$ cat config.mk
export PLATFORM = sky130hd
export DESIGN_NAME = imem_responder_flat
export DESIGN_NICKNAME = d
export VERILOG_FILES = /design/src/rtl/fetch_pkg.sv /design/src/rtl/imem_responder_if.sv /design/src/rtl/imem_line_buf.sv /design/src/rtl/imem_responder.sv /design/src/flat_wrapper.sv
export SDC_FILE = /design/constraint.sdc
export NUM_CORES = 1
export LEC_CHECK = 0
export CAP_MARGIN = 20
export CORE_MARGIN = 3
export CORE_UTILIZATION = 40
export DETAILED_ROUTE_END_ITERATION = 10
export GPL_TIMING_DRIVEN = 0
export PLACE_DENSITY = 0.69
export SKIP_LAST_GASP = 1
export SLEW_MARGIN = 20
export SYNTH_ARGS = -nofsm -noshare
export SYNTH_HDL_FRONTEND = slang
export SYNTH_SLANG_ARGS = --single-unit
export TNS_END_PERCENT = 20
$ cat constraint.sdc
create_clock -name clk -period 9.9 [get_ports clk]
set_clock_uncertainty 0.05 [all_clocks]
set_input_delay 1.98 -clock clk [delete_from_list [all_inputs] [get_ports clk]]
set_output_delay 1.98 -clock clk [all_outputs]
set_load 0.1 [all_outputs]
$ cat src/rtl/fetch_pkg.sv
// Shared geometry, state encoding and line storage type for the fetch responder.
// Latency: n/a (declarations only).
// Backpressure: n/a.
package fetch_pkg;

    localparam int ADDR_W     = 32;   // byte address width
    localparam int BEAT_W     = 64;   // backing-memory beat width
    localparam int LINE_BEATS = 4;    // beats per line (32-byte line)
    localparam int WORD_W     = 32;   // instruction word width
    localparam int OFFSET_W   = 5;    // byte offset bits within a line
    localparam int BEAT_IDX_W = 2;    // beat index bits within a line
    localparam int TAG_W      = ADDR_W - OFFSET_W;

    typedef enum logic [1:0] {
        IDLE,
        REQ,
        FILL,
        RESP
    } state_t;

    typedef logic [LINE_BEATS-1:0][BEAT_W-1:0] line_t;

endpackage

$ cat src/rtl/imem_responder_if.sv
// Fetch request/response and burst backing-memory signals bundled together.
// Latency: n/a (wiring only).
// Backpressure: bmem_ready stalls the burst request; the fetch side has none.
// Ports: slave = responder view, master = fetch unit plus backing memory view.
interface imem_responder_if;
    import fetch_pkg::*;

    logic                imem_rqst;
    logic [ADDR_W-1:0]   imem_addr;
    logic [WORD_W-1:0]   imem_rdata;
    logic                imem_resp;
    logic [ADDR_W-1:0]   bmem_addr;
    logic                bmem_read;
    logic                bmem_ready;
    logic [BEAT_W-1:0]   bmem_rdata;
    logic                bmem_rvalid;

    modport slave (
        input  imem_rqst, imem_addr, bmem_ready, bmem_rdata, bmem_rvalid,
        output imem_rdata, imem_resp, bmem_addr, bmem_read
    );

    modport master (
        output imem_rqst, imem_addr, bmem_ready, bmem_rdata, bmem_rvalid,
        input  imem_rdata, imem_resp, bmem_addr, bmem_read
    );

endinterface

$ cat src/rtl/imem_line_buf.sv
// Single-line instruction buffer: tag/valid, beat write port, word-select read mux.
// Latency: lookup and read are combinational; writes land on the next clk edge.
// Backpressure: none; always accepts a beat write.
// Ports: clr_valid/set_tag control validity, wr_* write one beat,
//        lookup_tag -> hit, rd_beat/rd_sel -> rd_word.
module imem_line_buf
    import fetch_pkg::*;
(
    input  logic                  clk,
    input  logic                  rst,
    input  logic                  clr_valid,
    input  logic                  wr_en,
    input  logic [BEAT_IDX_W-1:0] wr_idx,
    input  logic [BEAT_W-1:0]     wr_data,
    input  logic                  set_tag,
    input  logic [TAG_W-1:0]      tag_in,
    input  logic [TAG_W-1:0]      lookup_tag,
    output logic                  hit,
    input  logic [BEAT_IDX_W-1:0] rd_beat,
    input  logic                  rd_sel,
    output logic [WORD_W-1:0]     rd_word
);

    line_t              line_q;
    logic [TAG_W-1:0]   tag_q;
    logic               valid_q;
    logic [BEAT_W-1:0]  beat;

    // Setting the tag marks the line complete; a new refill clears validity
    // so a half-written line can never hit.
    always_ff @(posedge clk) begin
        if (rst) begin
            valid_q <= 1'b0;
            tag_q   <= '0;
        end else if (set_tag) begin
            valid_q <= 1'b1;
            tag_q   <= tag_in;
        end else if (clr_valid) begin
            valid_q <= 1'b0;
        end
    end

    // Data array carries no reset: it is only read while valid.
    always_ff @(posedge clk) begin
        if (wr_en) begin
            line_q[wr_idx] <= wr_data;
        end
    end

    assign hit     = valid_q && (tag_q == lookup_tag);
    assign beat    = line_q[rd_beat];
    assign rd_word = rd_sel ? beat[2*WORD_W-1:WORD_W] : beat[WORD_W-1:0];

endmodule

$ cat src/rtl/imem_responder.sv
// Instruction-fetch responder: serves words from a one-line buffer, refilling it by burst on a miss.
// Latency: hit 1 cycle; miss = REQ wait for bmem_ready + 4 beats + 1 cycle.
// Backpressure: bmem_ready holds the burst request in REQ; exactly one response per accepted fetch.
// Ports: clk, rst (sync, active high), bus (slave modport of imem_responder_if).
module imem_responder
    import fetch_pkg::*;
(
    input  logic       clk,
    input  logic       rst,
    imem_responder_if.slave bus
);

    state_t                 state_q, state_d;
    logic [ADDR_W-1:2]      req_addr_q;      // word-aligned, low bits always zero
    logic [BEAT_IDX_W-1:0]  beat_cnt_q;
    logic [WORD_W-1:0]      rdata_hold_q;

    logic                   accept;
    logic                   issue;
    logic                   beat_wr;
    logic                   fill_last;
    logic                   hit;
    logic                   resp;
    logic                   read;
    logic [WORD_W-1:0]      buf_word;

    // A request is only taken where the fetch unit may legally send one.
    assign accept    = bus.imem_rqst && (state_q == IDLE || state_q == RESP);
    assign issue     = (state_q == REQ) && bus.bmem_ready;
    assign beat_wr   = (state_q == FILL) && bus.bmem_rvalid;
    assign fill_last = beat_wr && (beat_cnt_q == BEAT_IDX_W'(LINE_BEATS - 1));

    imem_line_buf u_line_buf (
        .clk        (clk),
        .rst        (rst),
        .clr_valid  (issue),
        .wr_en      (beat_wr),
        .wr_idx     (beat_cnt_q),
        .wr_data    (bus.bmem_rdata),
        .set_tag    (fill_last),
        .tag_in     (req_addr_q[ADDR_W-1:OFFSET_W]),
        .lookup_tag (bus.imem_addr[ADDR_W-1:OFFSET_W]),
        .hit        (hit),
        .rd_beat    (req_addr_q[OFFSET_W-1:3]),
        .rd_sel     (req_addr_q[2]),
        .rd_word    (buf_word)
    );

    always_ff @(posedge clk) begin
        if (rst) begin
            state_q <= IDLE;
        end else begin
            state_q <= state_d;
        end
    end

    // In RESP the hit check runs against the line that just completed, which
    // is already valid, so a chained fetch to the same line hits.
    always_comb begin
        state_d = state_q;
        resp    = 1'b0;
        read    = 1'b0;
        case (state_q)
            IDLE: begin
                if (accept) begin
                    state_d = hit ? RESP : REQ;
                end
            end
            REQ: begin
                read = 1'b1;
                if (issue) begin
                    state_d = FILL;
                end
            end
            FILL: begin
                if (fill_last) begin
                    state_d = RESP;
                end
            end
            RESP: begin
                resp = 1'b1;
                if (accept) begin
                    state_d = hit ? RESP : REQ;
                end else begin
                    state_d = IDLE;
                end
            end
            default: state_d = IDLE;
        endcase
    end

    always_ff @(posedge clk) begin
        if (rst) begin
            req_addr_q   <= '0;
            beat_cnt_q   <= '0;
            rdata_hold_q <= '0;
        end else begin
            if (accept) begin
                req_addr_q <= bus.imem_addr[ADDR_W-1:2];
            end
            if (issue) begin
                beat_cnt_q <= '0;
            end else if (beat_wr) begin
                beat_cnt_q <= beat_cnt_q + 1'b1;
            end
            // Keeps the last delivered word visible between responses.
            if (state_q == RESP) begin
                rdata_hold_q <= buf_word;
            end
        end
    end

    assign bus.imem_resp  = resp;
    assign bus.imem_rdata = resp ? buf_word : rdata_hold_q;
    assign bus.bmem_read  = read;
    assign bus.bmem_addr  = {req_addr_q[ADDR_W-1:OFFSET_W], OFFSET_W'(0)};

    // A request while a fetch is outstanding would be dropped silently.
    a_rqst_legal: assert property (@(posedge clk) disable iff (rst)
        bus.imem_rqst |-> (state_q == IDLE || state_q == RESP));

    a_addr_aligned: assert property (@(posedge clk) disable iff (rst)
        accept |-> (bus.imem_addr[1:0] == 2'b00));

endmodule

$ cat src/flat_wrapper.sv
// flat-port wrapper written by rule: the top's interface ports become plain ports
module imem_responder_flat import fetch_pkg::*;
  (clk, rst, bus_imem_rqst, bus_imem_addr, bus_bmem_ready, bus_bmem_rdata, bus_bmem_rvalid, bus_imem_rdata, bus_imem_resp, bus_bmem_addr, bus_bmem_read);
  imem_responder_if bus_i ();
  input  logic clk;
  input  logic rst;
  input wire logic [$bits(bus_i.imem_rqst)-1:0] bus_imem_rqst;
  input wire logic [$bits(bus_i.imem_addr)-1:0] bus_imem_addr;
  input wire logic [$bits(bus_i.bmem_ready)-1:0] bus_bmem_ready;
  input wire logic [$bits(bus_i.bmem_rdata)-1:0] bus_bmem_rdata;
  input wire logic [$bits(bus_i.bmem_rvalid)-1:0] bus_bmem_rvalid;
  output wire logic [$bits(bus_i.imem_rdata)-1:0] bus_imem_rdata;
  output wire logic [$bits(bus_i.imem_resp)-1:0] bus_imem_resp;
  output wire logic [$bits(bus_i.bmem_addr)-1:0] bus_bmem_addr;
  output wire logic [$bits(bus_i.bmem_read)-1:0] bus_bmem_read;
  assign bus_i.imem_rqst = bus_imem_rqst;
  assign bus_i.imem_addr = bus_imem_addr;
  assign bus_i.bmem_ready = bus_bmem_ready;
  assign bus_i.bmem_rdata = bus_bmem_rdata;
  assign bus_i.bmem_rvalid = bus_bmem_rvalid;
  assign bus_imem_rdata = bus_i.imem_rdata;
  assign bus_imem_resp = bus_i.imem_resp;
  assign bus_bmem_addr = bus_i.bmem_addr;
  assign bus_bmem_read = bus_i.bmem_read;
  imem_responder u_core (.clk(clk), .rst(rst), .bus(bus_i));
endmodule
==> summary.txt <==
Crit-path leading delay family -> buffers and inverters
Resized cells post-CTS -> 0
Root Buffer -> clkbuf_16
I/O Pins -> 167
Largest net degree at the start of global routing -> 40
Mapped Area -> 13,600 um^2
Total iterations of the first detailed-routing run -> 7
Overflow after GRT -> 0
H-tree levels -> 2
Crit path capture type -> output port
DR WL met2 -> 14.6 mm
Cts hold-fix bufs -> 0
Yosys top cell by area -> edfxtp_1
FF+latch count, synth -> 350
PwrDens -> 245 nW/um^2
Seq pwr share -> 40.6%
Area delta synth->final -> 25.7%
Switching share of total power -> 32.0%
Drt via density -> 5.02
Max transition margin -> 27.9%
RSZ-0062 raised after global routing -> no
Status -> completed
Worst reg2reg setup slack -> 7.32 ns
Post-CTS Setup Inserts -> 0
Initial Utilization -> 41.2%
First-pass GRT wire length -> 46.1 mm
Slowest-stage cell, CP -> clkdlybuf4s50_1
Most used cell, CP -> clkbuf_1
DRT iter0 DRCs -> 461
Final hold violations -> 0
Ratio of cells with drive above 1 in the final layout -> 16.7%
Hold crit path type -> reg -> reg
Setup TNS -> 0 ns
Tmin final -> 5.77 ns
Final setup violation count -> 0
Mapped Cells -> 872
Worst skew pair latency -> 0.53 ns
Critical Path Fanout Max -> 10
Syn Area/Cell -> 15.6 um^2
Post-synth top area share -> 56.6%
Total Routing Usage GR -> 16.6%
Max incr delay on CP -> 1.18 ns
Final GP Congestion -> 0.821
CTS buffer count -> 38
Hold Slack -> 0.417 ns
Worst-path clk slew -> 0.06 ns
Post-DP HPWL -> 19.4 mm
CTS tree -> done
Die extent in y -> 190 um
Logic pwr share -> 26.8%
Critical path arrival -> 3.74 ns
Worst Path Required -> 7.87 ns
Pleak -> 5.58 nW
DR top layer -> met5
Synth warn -> 0
Netlist cell types -> 27
Antenna viol nets, final -> 0
Maximum vdd ir drop -> 0.168 mV
Period utilisation layout -> 58.3%
Worst setup SP type -> flop
Tot Pwr -> 4.18 mW
Fmax -> 0.173 GHz
Worst-Margin Slew -> 1.08 ns
Vias post-DR -> 7,790
Die Area -> 36,200 um^2
DR WL/cell -> 19.3 um
Rows -> 66
Metal-1 WL -> 12.7 mm
Internal Pwr Total -> 2.84 mW
DR WL met3 -> 2.05 mm
DP Area -> 15,800 um^2
Vias in the first global route -> 8,005
Total core area -> 33,000 um^2
Max-slew violations -> 0
Final wirelength -> 30.0 mm
MaxCap Viol Count -> 0
Critical-path cell list -> ha_1, clkbuf_1, clkbuf_1, nor2_1, a21oi_1, clkdlybuf4s50_1
Switch Pwr -> 1.34 mW
Register area share after synthesis -> 70.4%
Bufs on Longest Clock Path -> 3
Clk pwr share -> 32.6%
Nets@finish -> 1,187
# DRC -> 0
Synth area leaders -> edfxtp_1, dfxtp_1, mux4_2, a21oi_1, nand2_1
Num Clock Sinks -> 350
Critical path buffer and inverter count -> 3
Design area -> 17,100 um^2
Initial antenna violation count -> 5
Chip width -> 190 um
Critical path class -> reg -> out
PortBufs -> 158
routing by layer:
| layer | vias to the layer above | track usage, % |
|---|---|---|
| met1 | 3883 | 22.2 |
| li1 | 3618 | - |
| met4 | 8 | 3.73 |
| met2 | 233 | 27.6 |
| met3 | 48 | 4.12 |
| met5 | - | 0 |
power by group through the flow:
| stage | clock network, mW | registers (mW) | logic (mW) |
|---|---|---|---|
| after floorplan | 0 | 1.72 | 0.846 |
| after global placement | 0 | 1.73 | 1.12 |
| after detailed placement | 0 | 1.73 | 1.13 |
| after CTS | 1.40 | 1.70 | 1.13 |
| after global routing | 1.46 | 1.70 | 1.19 |
| final | 1.36 | 1.70 | 1.12 |
logic make-up (layout without fill, tap and decap cells):
logic type / after synthesis / after routing / share of synthesized area [%]
muxes: 96 / 96 / 13.0
adders and majority gates: 8 / 8 / 0.736
DFF: 350 / 350 / 70.4
xor gates and xnor gates: 28 / 28 / 1.80
buffers and inverters: 85 / 317 / 3.68
other: 1 / 6 / 0.0276
and+or+nand+nor: 205 / 205 / 6.54
AOI/OAI and AO/OA: 99 / 99 / 3.85
placed cells by master (no fill, tap or decap), drive strengths merged, types with 3 or more instances in the layout:
master	netlist	final
edfxtp	256	256
clkdlybuf4s50	0	158
nand2	121	121
dfxtp	94	94
a21oi	94	94
clkbuf	28	80
mux4	64	64
buf	51	55
nor2	35	35
nor2b	33	33
mux2i	32	32
xnor2	28	28
clkinv	0	16
ha	8	8
nand4	7	7
inv	6	6
conb	1	5
and3	3	3
cells in the mapped netlist:
library cell  instances
conb_1                1
buf_2                13
a21oi_1              91
nor2b_1              33
buf_4                32
mux4_2               64
a21oi_2               3
o21ai_0               1
inv_1                 5
mux2i_1              32
nor4_1                2
edfxtp_1            256
a211oi_1              1
nand2_1             121
nand2b_1              2
clkbuf_1             28
ha_1                  8
a222oi_1              2
inv_2                 1
nand4_1               7
buf_6                 6
dfxtp_1              94
nand3_1               2
xnor2_1              28
nor2_1               35
and3_1                3
a31o_1                1
per-stage QoR:
| stage | util (%) | setup WS [ns] | std cells |
|---|---|---|---|
| after floorplan | - | 4.47 | 876 |
| after global placement | 47.7 | 2.69 | 1476 |
| after detailed placement | 48.0 | 4.62 | 1480 |
| after CTS | 51.7 | 4.06 | 1550 |
| after global routing | 51.7 | 3.92 | 1551 |
| final | 51.7 | 4.13 | 1551 |
registers in the layout (all words and copies together) (netlist names):
signal and cells:
u_core.u_line_buf.line_q 256, u_core.beat_cnt_q 2, u_core.rdata_hold_q 32, u_core.u_line_buf.tag_q 27, u_core.req_addr_q 30, u_core.state_q 2, u_core.u_line_buf.valid_q 1
layout make-up:
type	instances	area, um^2
buffer	79	482
multi-input combinational	441	3550
clock buffer	52	1070
sequential	350	9570
antenna	1	2.50
tap	442	553
clock inverter	18	160
inverter	6	22.5
fill	2753	16000
timing repair buffer	162	1670
worst min-delay path: cells and delay by family, from the launching register on:
family,cells,cell delay (ns)
flip-flops,1,0.31
AND/OR/NAND/NOR,1,0.05
AO/OA/AOI/OAI,1,0.05
worst paths after layout:
check                                    from                             to  cells after the start
hold reg to reg   u_core.u_line_buf.tag_q[26]    u_core.u_line_buf.tag_q[26]                      2
hold / removal    u_core.u_line_buf.tag_q[26]    u_core.u_line_buf.tag_q[26]                      2
setup reg to reg            u_core.state_q[0]  u_core.u_line_buf.line_q[208]                      7
setup / recovery            u_core.state_q[1]              bus_imem_rdata[7]                      6
(Power assumes the default switching activity.)
